`src/rtl/lsu_mem_initiator.sv`:
```
// lsu_mem_initiator
// Load/store initiator between the MEM pipeline stage and the data memory.
// Accepts one request at a time, rejects reserved sizes and misaligned
// accesses, issues a single strobe cycle, follows mem_clk_stall until the
// memory finishes (or gives up after STALL_TIMEOUT stalled cycles) and
// returns the result as a one-cycle response pulse.
//
// Ports:
//   clk, rst_n       system clock, synchronous active-low reset
//   req_*            core request, valid/ready; store data right-aligned
//   resp_*           one-cycle completion pulse; rdata/err/cause held
//   mem_addr/_write_data/_sign_mask   request lines, held between accesses
//   mem_memread/_memwrite             one-cycle access strobes
//   mem_read_data, mem_clk_stall      registered read data, busy flag
//
// state    | meaning
// ---------+----------------------------------------------------------
// S_IDLE   | ready; checks size/alignment of an offered request
// S_ACCESS | single strobe cycle (memread or memwrite)
// S_WAIT   | strobes low, request lines held, following mem_clk_stall
// S_RESP   | resp_valid pulse; result already in the resp_* registers

module lsu_mem_initiator #(
    parameter int unsigned STALL_TIMEOUT = 16
) (
    input  logic        clk,
    input  logic        rst_n,
    input  logic        req_valid,
    output logic        req_ready,
    input  logic        req_write,
    input  logic [31:0] req_addr,
    input  logic [31:0] req_wdata,
    input  logic [1:0]  req_size,
    input  logic        req_signed,
    output logic        resp_valid,
    output logic [31:0] resp_rdata,
    output logic        resp_err,
    output logic [1:0]  resp_cause,
    output logic [31:0] mem_addr,
    output logic [31:0] mem_write_data,
    output logic        mem_memwrite,
    output logic        mem_memread,
    output logic [3:0]  mem_sign_mask,
    input  logic [31:0] mem_read_data,
    input  logic        mem_clk_stall
);

    localparam logic [7:0] TIMEOUT_CNT       = 8'(STALL_TIMEOUT);
    localparam logic [1:0] CAUSE_SIZE        = 2'b00;
    localparam logic [1:0] CAUSE_MISALIGN_LD = 2'b01;
    localparam logic [1:0] CAUSE_MISALIGN_ST = 2'b10;
    localparam logic [1:0] CAUSE_TIMEOUT     = 2'b11;

    typedef enum logic [1:0] {
        S_IDLE,
        S_ACCESS,
        S_WAIT,
        S_RESP
    } state_t;

    state_t     state;
    state_t     state_nxt;
    logic [7:0] stall_cnt;
    logic       write_q;
    logic       chk_err;
    logic [1:0] chk_cause;
    logic [2:0] chk_width;
    logic       timeout;

    // Size/alignment check of the offered request.
    always_comb begin
        chk_err   = 1'b0;
        chk_cause = req_write ? CAUSE_MISALIGN_ST : CAUSE_MISALIGN_LD;
        chk_width = 3'b001;
        case (req_size)
            2'b00: chk_width = 3'b001;
            2'b01: begin
                chk_width = 3'b011;
                chk_err   = req_addr[0];
            end
            2'b10: begin
                chk_width = 3'b111;
                chk_err   = |req_addr[1:0];
            end
            default: begin
                chk_err   = 1'b1;
                chk_cause = CAUSE_SIZE;
            end
        endcase
    end

    // The counter holds the number of stalled WAIT cycles already seen, so a
    // stall still present once it equals STALL_TIMEOUT gives STALL_TIMEOUT+1
    // WAIT cycles in total before the abort.
    assign timeout = mem_clk_stall && (stall_cnt == TIMEOUT_CNT);

    always_ff @(posedge clk) begin
        if (!rst_n) begin
            state <= S_IDLE;
        end else begin
            state <= state_nxt;
        end
    end

    always_comb begin
        state_nxt    = state;
        req_ready    = 1'b0;
        resp_valid   = 1'b0;
        mem_memread  = 1'b0;
        mem_memwrite = 1'b0;
        case (state)
            S_IDLE: begin
                req_ready = 1'b1;
                if (req_valid) begin
                    state_nxt = chk_err ? S_RESP : S_ACCESS;
                end
            end
            S_ACCESS: begin
                mem_memread  = ~write_q;
                mem_memwrite = write_q;
                state_nxt    = S_WAIT;
            end
            S_WAIT: begin
                if (!mem_clk_stall || timeout) begin
                    state_nxt = S_RESP;
                end
            end
            S_RESP: begin
                resp_valid = 1'b1;
                state_nxt  = S_IDLE;
            end
            default: state_nxt = S_IDLE;
        endcase
    end

    always_ff @(posedge clk) begin
        if (!rst_n) begin
            stall_cnt      <= '0;
            write_q        <= 1'b0;
            mem_addr       <= '0;
            mem_write_data <= '0;
            mem_sign_mask  <= '0;
            resp_rdata     <= '0;
            resp_err       <= 1'b0;
            resp_cause     <= '0;
        end else begin
            case (state)
                S_IDLE: begin
                    if (req_valid) begin
                        if (chk_err) begin
                            resp_err   <= 1'b1;
                            resp_cause <= chk_cause;
                            resp_rdata <= '0;
                        end else begin
                            mem_addr       <= req_addr;
                            mem_write_data <= req_wdata;
                            write_q        <= req_write;
                            mem_sign_mask  <= {req_signed & ~req_write, chk_width};
                        end
                    end
                end
                S_ACCESS: stall_cnt <= '0;
                S_WAIT: begin
                    if (mem_clk_stall) begin
                        if (timeout) begin
                            resp_err   <= 1'b1;
                            resp_cause <= CAUSE_TIMEOUT;
                            resp_rdata <= '0;
                        end else begin
                            stall_cnt <= stall_cnt + 8'd1;
                        end
                    end else begin
                        resp_err   <= 1'b0;
                        resp_cause <= '0;
                        resp_rdata <= write_q ? '0 : mem_read_data;
                    end
                end
                default: ;
            endcase
        end
    end

endmodule

```
`config.mk`:
```
export PLATFORM = sky130hd
export DESIGN_NAME = lsu_mem_initiator
export DESIGN_NICKNAME = d
export VERILOG_FILES = /design/src/rtl/lsu_mem_initiator.sv
export SDC_FILE = /design/constraint.sdc
export NUM_CORES = 1
export LEC_CHECK = 0
export BUFFER_PORTS_ARGS = -buffer_cell sky130_fd_sc_hd__buf_2
export CORE_MARGIN = 2
export CORE_UTILIZATION = 47
export CTS_CLUSTER_SIZE = 24
export DETAILED_ROUTE_END_ITERATION = 16
export PLACE_DENSITY_LB_ADDON = 0.3
export SYNTH_ARGS = -nofsm -noshare
export SYNTH_HDL_FRONTEND = slang
export SYNTH_SLANG_ARGS = --single-unit
```
`constraint.sdc`:
```
create_clock -name clk -period 1.95 [get_ports clk]
set_input_delay 0.39 -clock clk [delete_from_list [all_inputs] [get_ports clk]]
set_output_delay 0.39 -clock clk [all_outputs]
set_load 0.005 [all_outputs]
```
==> metrics <==
maximum number of pins on one net before global-route repair 87; unrepaired setup endpoints after global routing false; multiplexer share of the synthesized area 0.0740; EDFF count, synth 0; status finished clean; adder and majority cell fraction of the synthesized area 0.0272; Mean Syn Cell Area 8.66 um^2; area of the placeable core 9640 um^2; synth unique cells 39; nature of the critical path startpoint flip-flop; number of nets in the final layout roughly 840; transition time at the pin with the least slew margin roughly 350 ps; number of levels in the clock H-tree 4; Layout Area Growth over Synthesis 38.8%; maximum count of clock buffers along a single path 2; vias in the first global route ~4000; post-route antenna net violation count 0; Crit Path Class flip-flop to primary output; initial antenna violation count 0; area share of the largest cell type after synthesis 0.496; fraction of the yosys area taken by sequential cells 0.496; number of buffers inserted to repair setup after CTS 0; FF/Latch Area between 2000 and 2500 um^2; Die Footprint 10600 um^2; Final Cycle Share 0.956; GRT Residual Overflow 0; Max Cap Viol 0; HPWL after detailed placement 8390 um; cell at the root of the clock tree clkbuf_8; wire length of the first global-routing pass between 15000 and 20000 um; CP Max Fanout 4; most instantiated flip-flop cell in the synthesis netlist dfxtp_1; synthesized cell area about 4600 um^2; required arrival time at the worst endpoint between 1500 and 2000 ps; static leakage power ~3 nW; Initial Utilization 0.477; relative contribution of sequential cells to total power 0.362; synthesized-area fraction occupied by and/or/nand/nor cells 0.233; overall die height between 100 and 150 um; total global-route track usage 0.219; multi-input combinational cell area 2090 um^2; clock share of power 0.409; wire length per cell 13.7 um; Combinational Power Share 0.229; CTS tree yes; fraction of synthesized cell area in xor and xnor cells 0.00952; number of remaining DRC errors 0; internal power around 5.4 mW; Hold/Removal Path Class input port to flip-flop; setup clock skew after layout ~7.4 ps; starting DRC count in detailed routing between 150 and 200; worst-skew pair later-pin latency between 500 and 600 ps; count of input and output buffers 210; # clock sinks around 110; fraction of layout cells with a size suffix above 1 0.352; count of inserted antenna diode cells 0; Net Sw Power about 2.1 mW; RD Place Congestion about 0.89; total power divided by cell area about 1200 nW/um^2; count of final max-slew check failures 0; Mapped Nets around 650; combinational family with the most area after synthesis simple AND/OR/NAND/NOR gates; maximum vdd ir drop between 0.5 and 0.6 mV; number of cells produced by synthesis 531; Synth top cells by count nand2_1 (136), dfxtp_1 (114), nand3_1 (70), o21ai_1 (50), mux2i_1 (34); wire length reported by the detailed router approximately 12000 um; switching power as a share of total power 0.280; Max Freq around 540 MHz; data arrival time at the worst-slack endpoint 1470 ps; post-layout minimum cycle time 1860 ps; Die X approximately 100 um; synthesized-area fraction occupied by ao, oa, aoi and oai cells 0.110; number of warnings reported in the yosys synthesis log 0; Ports around 210; count of final hold-check violations 0; share of async-settable or async-resettable flops after synthesis 0; number of filler instances in the final layout around 850; total power consumption of the routed design between 7 and 8 mW; Clock Pin Slew Worst Setup and Hold Paths around 50 ps; detail-routed via count per cell between 4 and 5; ranking of synthesized cells by area dfxtp_1 (50%), nand2_1 (11%), nand3_1 (7.6%); detailed-routing iteration count for the pre-antenna-repair pass 4; worst slew margin relative to its limit 0.768; cell taking the most area after synthesis dfxtp_1; total setup violations reported at the end of the flow 0; most used standard cell by instance count after synthesis nand2_1; clock buffers created by TritonCTS 17; vias after detailed routing roughly 4300; number of standard-cell rows in the floorplan 36; Seq cells post-synth 114; capturing element type of the critical path primary output; summed negative setup slack over all endpoints 0 ps
## per-stage QoR
step / instance area [um^2] / util / setup WS [ps] / hold WS [ps] / cells
2_1_floorplan: 4600 / - / 250 / 451 / 531
3_5_place_dp: 5760 / 0.597 / 107 / 443 / 842
5_1_grt: 6390 / 0.663 / 4.19 / 91.6 / 875
3_3_place_gp: 5760 / 0.597 / 210 / 439 / 842
4_1_cts: 6360 / 0.660 / 27.2 / 87.0 / 874
6_report: 6390 / 0.663 / 85.2 / 109 / 875
## cell families (layout without fill, tap and decap cells)
kind of cell / count (synthesis) / count (layout)
multiplexers: 34 / 34
flip-flops: 114 / 114
AO/OA/AOI/OAI: 84 / 84
buffers and inverters: 48 / 259
AND/OR/NAND/NOR: 236 / 236
adder cells (fa/ha/maj): 10 / 10
XOR/XNOR: 5 / 5
## cell type report
| type | count | area share |
|---|---|---|
| flip-flops and latches | 114 | 0.358 |
| multi-input cells | 369 | 0.327 |
| inverters | 8 | 0.00470 |
| well taps | 133 | 0.0261 |
| repair buffers | 219 | 0.190 |
| clock inverters | 11 | 0.0208 |
| clock buffers | 21 | 0.0735 |
## final timing paths
path | start | endpoint | slack, ps | cells after the start
worst min register to register | mem_write_data[10] | mem_write_data[10] | 450 | 2
worst max register to register | state[1] | resp_rdata[22] | 130 | 7
worst max-delay path | state[1] | mem_memwrite | 90 | 4
worst min-delay path | req_wdata[19] | mem_write_data[19] | 110 | 3
## cell usage in the layout, fill, tap and decap left out, types with 4 or more instances in the layout
| master | instances |
|---|---|
| buf_12 | 6 |
| nand2_1 | 136 |
| xor2_1 | 5 |
| nand2b_1 | 5 |
| clkinv_2 | 7 |
| nor2_1 | 6 |
| ha_1 | 10 |
| clkbuf_8 | 5 |
| clkbuf_16 | 17 |
| o21ai_1 | 50 |
| and2_1 | 4 |
| o21ai_0 | 19 |
| inv_1 | 8 |
| buf_2 | 209 |
| dfxtp_1 | 113 |
| nand3_1 | 70 |
| mux2i_1 | 34 |
## layer usage
metal	GRT usage	routed length (um)	vias up
met5	0	0	-
met4	0.111	327	0
met3	0.0637	784	25
met2	0.373	5940	165
met1	0.250	4980	1951
li1	-	-	2193
## power by group through the flow
stage	registers, mW	logic [mW]	clock network, mW
2_1_floorplan	2.78	1.07	0
3_3_place_gp	2.76	1.63	0
3_5_place_dp	2.78	1.67	0
4_1_cts	2.73	1.68	3.15
5_1_grt	2.76	1.91	3.26
6_report	2.73	1.73	3.09
## critical path, cell delays in order, from the launching register on
cell and delay [ps]:
dfxtp_1 380, inv_1 80, ha_1 220, and2_1 170, buf_2 120
## state kept, by name, summed over array words and instances (netlist names)
name	count
resp_err	1
write_q	1
mem_write_data	32
state	2
mem_sign_mask	4
resp_rdata	32
resp_cause	2
stall_cnt	8
mem_addr	32
## timing repair
item                                    in CTS  in global routing
endpoints found under the setup margin       0                  8
resized for setup                            0                  1
hold buffers                                 0                  0
Power figures use the tool's default switching activity.
